==> src/rtl/timer_pkg.sv <==
// Shared types and constants for the countdown timer.
//   timer_state_e  : controller state (Idle, Running, Paused, Expired)
//   DEFAULT_CLK_HZ : production clock rate
//   SIM_CLK_HZ     : short "second" used for simulation
package timer_pkg;

  typedef enum logic [1:0] {
    Idle    = 2'd0,
    Running = 2'd1,
    Paused  = 2'd2,
    Expired = 2'd3
  } timer_state_e;

  localparam int unsigned DEFAULT_CLK_HZ = 100_000_000;
  localparam int unsigned SIM_CLK_HZ     = 4;

endpackage

==> src/rtl/tick_prescaler.sv <==
// Divides the system clock down to a one-cycle tick per second.
//   clock  : system clock
//   reset  : asynchronous, active-low reset
//   enable : advance the prescaler this cycle
//   clear  : force the prescaler to 0 (wins over enable)
//   tick   : high in the last cycle of each second while enabled
module tick_prescaler
  import timer_pkg::*;
#(
  parameter int unsigned CLK_HZ = DEFAULT_CLK_HZ
) (
  input  logic clock,
  input  logic reset,
  input  logic enable,
  input  logic clear,
  output logic tick
);

  localparam int unsigned PW = (CLK_HZ > 1) ? $clog2(CLK_HZ) : 1;
  localparam logic [PW-1:0] PrescLast = PW'(CLK_HZ - 1);

  logic [PW-1:0] presc_q, presc_d;

  assign tick = enable && (presc_q == PrescLast);

  always_comb begin
    presc_d = presc_q;
    if (clear) begin
      presc_d = '0;
    end else if (enable) begin
      presc_d = tick ? '0 : presc_q + 1'b1;
    end
  end

  always_ff @(posedge clock or negedge reset) begin
    if (!reset) begin
      presc_q <= '0;
    end else begin
      presc_q <= presc_d;
    end
  end

endmodule

==> src/rtl/countdown_timer.sv <==
// Loadable seconds countdown with pause, abort, optional auto-reload and a
// 0.5 Hz blink strobe.
//   clock          : system clock
//   reset          : asynchronous, active-low reset
//   start_timer    : load value and start counting
//   value          : seconds to count
//   pause          : level, freezes the countdown while high
//   abort          : return to Idle and clear the count
//   expired        : state is Expired (level, or one-cycle pulse with auto-reload)
//   running        : state is Running
//   half_hz_enable : one-cycle strobe every second second of prescaler time
//   value_display  : remaining whole seconds
module countdown_timer
  import timer_pkg::*;
#(
  parameter int unsigned CLK_HZ      = DEFAULT_CLK_HZ,
  parameter int unsigned SEC_W       = 4,
  parameter bit          AUTO_RELOAD = 1'b0
) (
  input  logic             clock,
  input  logic             reset,
  input  logic             start_timer,
  input  logic [SEC_W-1:0] value,
  input  logic             pause,
  input  logic             abort,
  output logic             expired,
  output logic             running,
  output logic             half_hz_enable,
  output logic [SEC_W-1:0] value_display
);

  timer_state_e     state_q, state_d;
  logic [SEC_W-1:0] count_q, count_d;
  logic [SEC_W-1:0] reload_q, reload_d;
  logic             blink_q, blink_d;
  logic             sec_tick, presc_en, presc_clr, reload_now;

  // A zero reload value stays in Expired rather than oscillating.
  assign reload_now = (state_q == Expired) && AUTO_RELOAD && (reload_q != '0);

  assign presc_clr = abort || start_timer || (state_q == Idle) || reload_now;

  // Counting is tied to the pause level rather than the state, so a pause of
  // P cycles delays expiry by exactly P cycles.
  assign presc_en = !abort && !start_timer &&
                    ((((state_q == Running) || (state_q == Paused)) && !pause) ||
                     ((state_q == Expired) && !reload_now));

  tick_prescaler #(
    .CLK_HZ (CLK_HZ)
  ) u_tick_prescaler (
    .clock  (clock),
    .reset  (reset),
    .enable (presc_en),
    .clear  (presc_clr),
    .tick   (sec_tick)
  );

  always_comb begin
    state_d  = state_q;
    count_d  = count_q;
    reload_d = reload_q;
    blink_d  = blink_q;
    if (abort) begin
      state_d = Idle;
      count_d = '0;
      blink_d = 1'b0;
    end else if (start_timer) begin
      count_d  = value;
      reload_d = value;
      if (value == '0) begin
        state_d = Expired;
      end else if (pause) begin
        state_d = Paused;
      end else begin
        state_d = Running;
      end
    end else begin
      if (sec_tick) begin
        blink_d = ~blink_q;
      end
      unique case (state_q)
        Idle: begin
          state_d = Idle;
        end
        Running, Paused: begin
          if (pause) begin
            state_d = Paused;
          end else begin
            state_d = Running;
            if (sec_tick) begin
              // <= 1 also guards against decrementing past zero.
              if (count_q <= SEC_W'(1)) begin
                count_d = '0;
                state_d = Expired;
              end else begin
                count_d = count_q - 1'b1;
              end
            end
          end
        end
        Expired: begin
          if (reload_now) begin
            state_d = Running;
            count_d = reload_q;
          end
        end
        default: state_d = Idle;
      endcase
    end
  end

  always_ff @(posedge clock or negedge reset) begin
    if (!reset) begin
      state_q  <= Idle;
      count_q  <= '0;
      reload_q <= '0;
      blink_q  <= 1'b0;
    end else begin
      state_q  <= state_d;
      count_q  <= count_d;
      reload_q <= reload_d;
      blink_q  <= blink_d;
    end
  end

  assign running        = (state_q == Running);
  assign expired        = (state_q == Expired);
  assign half_hz_enable = sec_tick & blink_q;
  assign value_display  = count_q;

endmodule

==> config.mk <==
export PLATFORM = sky130hd
export DESIGN_NAME = countdown_timer
export DESIGN_NICKNAME = d
export VERILOG_FILES = /design/src/rtl/timer_pkg.sv /design/src/rtl/tick_prescaler.sv /design/src/rtl/countdown_timer.sv
export SDC_FILE = /design/constraint.sdc
export NUM_CORES = 1
export LEC_CHECK = 0
export BUFFER_PORTS_ARGS = -buffer_cell sky130_fd_sc_hd__buf_2
export CAP_MARGIN = 15
export CORE_MARGIN = 1.5
export CORE_UTILIZATION = 50
export DETAILED_ROUTE_END_ITERATION = 7
export GPL_TIMING_DRIVEN = 0
export PLACE_DENSITY = 0.74
export REMOVE_ABC_BUFFERS = 1
export SYNTH_ARGS = -nofsm -noshare
export SYNTH_HDL_FRONTEND = slang
export SYNTH_SLANG_ARGS = --single-unit
==> constraint.sdc <==
create_clock -name clock -period 4.8 [get_ports clock]
set_input_delay 0.72 -clock clock [delete_from_list [all_inputs] [get_ports clock]]
set_output_delay 0.72 -clock clock [all_outputs]
set_load 0.01 [all_outputs]
After elaboration in Yosys (flattened, before gate mapping)
Index checks and enable logic that the tools add are counted.
{"block": "totals", "register_bits": 34, "latch_bits": 0, "output_inout_bits": 7, "ram_bits": 0, "mem_bits_ro": 0, "n_memories": 0}
{"block": "classes", "div": 0, "bitwise_logic": 2, "reduce_logical": 20, "mux": 20, "add_sub_neg": 2, "n_eq_ne": 7, "n_lt_le_gt_ge": 1, "multipliers": 0, "shift": 0}
{"op": "27-bit 2-to-1 mux", "count": 3}
{"op": "27-bit by 1-bit adder with 27-bit output, second input constant", "count": 1}
{"op": "27-bit == test, second input constant", "count": 1}
{"op": "4-bit 2-to-1 mux", "count": 6}
{"op": "2-bit 2-to-1 mux", "count": 7}
{"op": "3-bit nonzero test", "count": 2}
{"op": "2-bit == test, second input constant", "count": 2}
{"op": "4-bit by 1-bit less-or-equal comparator with 1-bit output, second input constant", "count": 1}
{"op": "1-bit logical AND", "count": 4}
{"op": "4-bit zero test", "count": 1}
{"op": "1-bit logical OR", "count": 4}
{"op": "2-bit case mux with 2 select lines", "count": 1}
{"op": "2-bit nonzero test", "count": 2}
{"op": "4-bit by 1-bit subtractor with 4-bit output, second input constant", "count": 1}
{"op": "1-bit zero test", "count": 3}
{"op": "1-bit 2-to-1 mux", "count": 3}
{"op": "3-bit by 2-bit != test with 1-bit output, second input constant", "count": 1}
{"op": "3-bit != test, second input constant", "count": 1}
{"op": "3-bit AND reduction", "count": 1}
{"op": "2-bit by 1-bit == test with 1-bit output, second input constant", "count": 1}
{"op": "2-bit zero test", "count": 1}
{"op": "2-bit by 1-bit != test with 1-bit output, second input constant", "count": 1}
{"op": "2-bit AND reduction", "count": 1}
{"op": "2-bit OR reduction", "count": 1}
{"op": "other kinds (2)", "count": 2}

Longest topological paths before layout
{"block": "logic_depth", "ltp_word": 11, "depth_mapped": 8}

Cells and area by module
Synthesis repeated with hierarchy kept, for this count alone.
{"block": "unflattened", "cells_unflattened": 239, "area_unflattened_um2": 2175.8}
{"module": "tick_prescaler", "area_per_inst_um2": 1609.0, "cells_per_inst": 178, "seq_area_each_um2": 675.6, "instances": 1}
{"module": "countdown_timer", "area_per_inst_um2": 566.8, "cells_per_inst": 61, "seq_area_each_um2": 175.2, "instances": 1}

Worst setup path before layout
Ideal clock, no wire load.
{"block": "synth_path", "kind": "input to output", "start": "input port start_timer", "end": "output port half_hz_enable", "n_path_buf": 2, "path_stages": 6, "t_arrival_ns": 1.702, "path_slack_ns": 2.378, "cell_sequence": "buf_2 -> nor4_1 -> and4_1 -> buf_2 -> and3_2 -> and2_1"}
{"block": "synth_via", "elab_chain_cells": 5}
{"element": "start: declaration", "line": "countdown_timer.sv:22", "text": "input logic start_timer,"}
{"element": "1-bit zero test", "line": "countdown_timer.sv:45", "text": "assign presc_en = !abort && !start_timer &&"}
{"element": "1-bit logical AND (2 in a row)", "line": "countdown_timer.sv:45"}
{"element": "1-bit logical AND", "line": "tick_prescaler.sv:24", "text": "assign tick = enable && (presc_q == PrescLast);"}
{"element": "1-bit AND", "line": "countdown_timer.sv:129", "text": "assign half_hz_enable = sec_tick & blink_q;"}
{"element": "end: declaration", "line": "countdown_timer.sv:28", "text": "output logic half_hz_enable,"}
No other way between the ends.

Worst setup path after layout
{"block": "layout_path", "start": "input port abort", "end": "output port half_hz_enable"}
{"block": "layout_via", "elab_chain_cells": 5}
{"element": "start: declaration", "line": "countdown_timer.sv:25", "text": "input logic abort,"}
{"element": "1-bit zero test", "line": "countdown_timer.sv:45"}
{"element": "1-bit logical AND (2 in a row)", "line": "countdown_timer.sv:45"}
{"element": "1-bit logical AND", "line": "tick_prescaler.sv:24"}
{"element": "1-bit AND", "line": "countdown_timer.sv:129"}
No other way between the ends.

==> flow_results.org <==
** Global routing
- For this run the aggregate overflow at the end of global routing stands at 0.
- Entering global routing, the biggest net connects 35 pins.
- The number of global-route vias before repair was between 1500 and 2000.
- The initial antenna violation count is 0.
- In the global route stage, overall resource usage came out at 0.2130.
- First-pass GRT wire length :: around 7100 um

** Placed design
- Port Buf Inserts :: 15
- Summed over all nets, the half-perimeter wirelength after detailed placement is about 2800 um.
- Standard cell area after detailed placement :: 2143 sq um
- Final weighted congestion in routability-driven placement :: roughly 0.79

** Synth
- Of the post-synthesis cell area, the dominant cell type holds 0.4185.
- FFs w/ async S/R, synth :: 1.000
- In the synthesized netlist the dominant register cell turns out to be dfrtp_1.
- Warnings, synthesis :: 0
- By area the synthesized netlist is led by dfrtp_1, nor2_1, xor2_1.
- Post-synthesis cell type count :: a little over 40
- The synthesized design contains 0 enable-type register cells.
- Library cell with the largest summed area after synthesis :: dfrtp_1
- Sequential fraction of the synthesis area :: 0.4185
- After synthesis, the mean cell area works out to around 9.4 sq um.
- Register bit count reported by yosys :: 34
- The cell area that synthesis handed to floorplanning was slightly above 2000 sq um.
- Synth cell count leaders :: nor2_1, dfrtp_1, nand2_1
- The most common cell in the synthesized netlist is nor2_1.
- Synthesis produced approximately 220 cells.

** Cells and area
- Antenna cells :: 0
- Number of nets in the layout :: roughly 250
- Final standard cell area without fillers :: 2238 sq um
- Relative to the synthesized area, the layout overhead comes to 10.09%.
- Layout cell share with drive strength beyond 1 :: 0.1581

** Pwr
- Leakage power summed over all cells :: roughly 0.95 nW
- Power spread over the standard cell area amounts to 250.6 nW/um^2.
- Across the VDD grid, the largest voltage drop is 0.1651 mV.

** Min path
- The path class of the tightest hold or removal check is flop to flop.
- The worst hold path begins at u_tick_prescaler.presc_q[24].

** Clock network
- CTS built an H-tree with a depth of 2.
- Number of CTS-inserted buffers :: 5
- Total setup buffers inserted after CTS :: 0
- At the later pin of the worst-skew pair, clock insertion delay measures approximately 0.28 ns.
- Number of instances resized during post-cts repair :: 0
- Number of buffers inserted by hold repair at cts :: 0
- CTS root buffer :: clkbuf_8
- Maximum buffer depth of the clock tree :: 2
- Clk sinks :: 34
- Clock-pin slew on the worst setup and hold paths :: roughly 0.070 ns
- Clock tree from TritonCTS :: done

** Worst setup path
- Counting both buffers and inverters, the worst setup path holds a total of 2.
- Data arrival time of the worst path :: approximately 2 ns
- Setup crit start kind :: primary input
- Along the worst path, the maximum fanout reaches 11.
- CP dominant cell by count :: buf_2
- The most critical setup path has its startpoint at abort.
- Type of the worst setup path :: primary input to output port
- STA classifies the critical path endpoint as an output port.
- R2R Path Start :: state_q[0]
- At the worst endpoint, the required time is ~4 ns.
- Walking the worst path, the cells encountered are buf_2 -> nor4_1 -> and4_1 -> and3_2 -> and2_1 -> buf_2.
- Cell at the slowest stage of the critical path :: and4_1
- On the worst path, the slowest cell contributes a delay of 0.35 ns.
- The kind of cell with the highest combined delay along the critical path is simple AND/OR/NAND/NOR gates.
- Setup slack on the worst reg-to-reg path comes out at approximately 2.3 ns.

** STA
- Setup skew after layout :: 0.005057 ns
- The final hold violation count was 0.
- Measured against its own limit, the worst slew margin works out to 0.2896.
- Setup violations remaining at the end of the flow were counted as 0.
- Unrepaired setup endpoints after global routing :: false
- For the pin with the worst max-slew slack, the measured transition is ~1.1 ns.
- Timing would allow up to about 370 MHz.
- The number of slew-limit violations in the final report was 0.
- Subtracting the final worst setup slack from the clock period gives about 2.7 ns.
- Dividing the final minimum period by the clock period gives 0.5679.
- Setup TNS :: 0 ns

** Die
- The floorplan step defined a die boundary enclosing 4458 sq um.
- I/O pin count :: 16
- Initial cell density of the core :: 0.5392
- After floorplanning, the core was divided into 22 placement rows.
- The floorplan step set the die width to 66.77 um.
- Area of the core region :: ~3800 sq um
- The floorplan step set the die height to about 67 um.

** Route
- Ratio of routed vias to standard cells :: around 5.7
- Post-route DRC violation count :: 0
- Detailed Routing Iterations Pass 1 :: 4
- After the first detailed-routing iteration, the DRC count stood at 84.
- Dividing the detail-routed wire length by the instance count gives 14.30 um.
- Summing over every cut layer, the via total after detailed routing is ~1600.
- For this block, the routed nets add up to 4034 um of wire.
- In this run the remaining antenna-violating nets after routing total 0.

** Run
- The tool flagged a number of max-cap violations equal to 0.

** Run status
- The flow ran to the end, and the final reports show no timing, DRC or antenna violations.
## registers in the layout, indices dropped and copies added, names as in the netlist
name                      flops
blink_q                       1
state_q                       2
value_display                 4
u_tick_prescaler.presc_q     27
## logic make-up (layout without fill, tap and decap cells)
| family | Yosys count | in the layout | share of synthesized area |
|---|---|---|---|
| AOI/OAI and AO/OA | 27 | 27 | 0.09539 |
| xor gates and xnor gates | 21 | 21 | 0.09046 |
| adders and majority gates | 6 | 6 | 0.03692 |
| buffers and inverters | 13 | 31 | 0.02708 |
| DFF | 34 | 34 | 0.4185 |
| muxes | 4 | 4 | 0.02092 |
| and+or+nand+nor | 111 | 111 | 0.3108 |
## per-stage QoR
step | utilization | std cells | hold slack [ns] | setup WS [ns] | power [mW]
final | 0.5936 | 282 | 0.4796 | 2.074 | 0.5610
after global routing | 0.5936 | 282 | 0.5169 | 1.930 | 0.5853
after CTS | 0.5936 | 282 | 0.4806 | 2.055 | 0.5667
after detailed placement | 0.5683 | 274 | 0.4707 | 2.061 | 0.3450
after global placement | 0.5683 | 274 | 0.4626 | 2.052 | 0.3448
after floorplan | - | 211 | 0.4244 | 2.482 | 0.3242
## layout make-up
class | count | area [sq um]
Clock buffer | 6 | 82.58
Clock inverter | 2 | 12.51
Fill cell | 311 | 1533
Inverter | 8 | 30.03
Multi-Input combinational cell | 169 | 1127
Sequential cell | 34 | 850.8
Tap cell | 48 | 60.06
Timing Repair Buffer | 15 | 75.07
## where the power goes
group | switching (mW) | internal, mW
clock | 0.107 | 0.115
combinational | 0.0305 | 0.0148
sequential | 0.00388 | 0.290
total | 0.141 | 0.420
## worst reg2reg max path, stage by stage, from the launching register on
cell      delay (ns)
dfrtp_1         0.40
inv_1           0.06
ha_1            0.30
nand2b_1        0.17
a311oi_1        0.95
nand4_1         0.22
xor2_1          0.19
nor2_1          0.06
## per-layer routing
metal | vias to the layer above | GRT usage | wire length, um
met4 | 0 | 0.08418 | 48
met3 | 4 | 0.04730 | 161
met5 | - | 0 | 0
met1 | 758 | 0.2905 | 1948
met2 | 30 | 0.3288 | 1875
li1 | 815 | - | -
## path summary, 6_finish.rpt
check | endpoint | depth (start not counted)
worst max register to register | u_tick_prescaler.presc_q[26] | 7
worst min-delay path | u_tick_prescaler.presc_q[24] | 1
worst max-delay path | half_hz_enable | 6
worst min register to register | u_tick_prescaler.presc_q[24] | 1
min in group asynchronous | value_display[3] | 1
max in group asynchronous | u_tick_prescaler.presc_q[18] | 1
## layout by cell type (no fill, tap or decap), types with 7 or more instances in the layout
cell type	netlist	final
xor2_1	15	15
dfrtp_1	34	34
nor3_1	7	7
nor2_1	35	35
inv_1	8	8
nand3_1	13	13
nand2_1	17	17
buf_2	5	15
No activity file was read; power rests on OpenSTA's default activity.
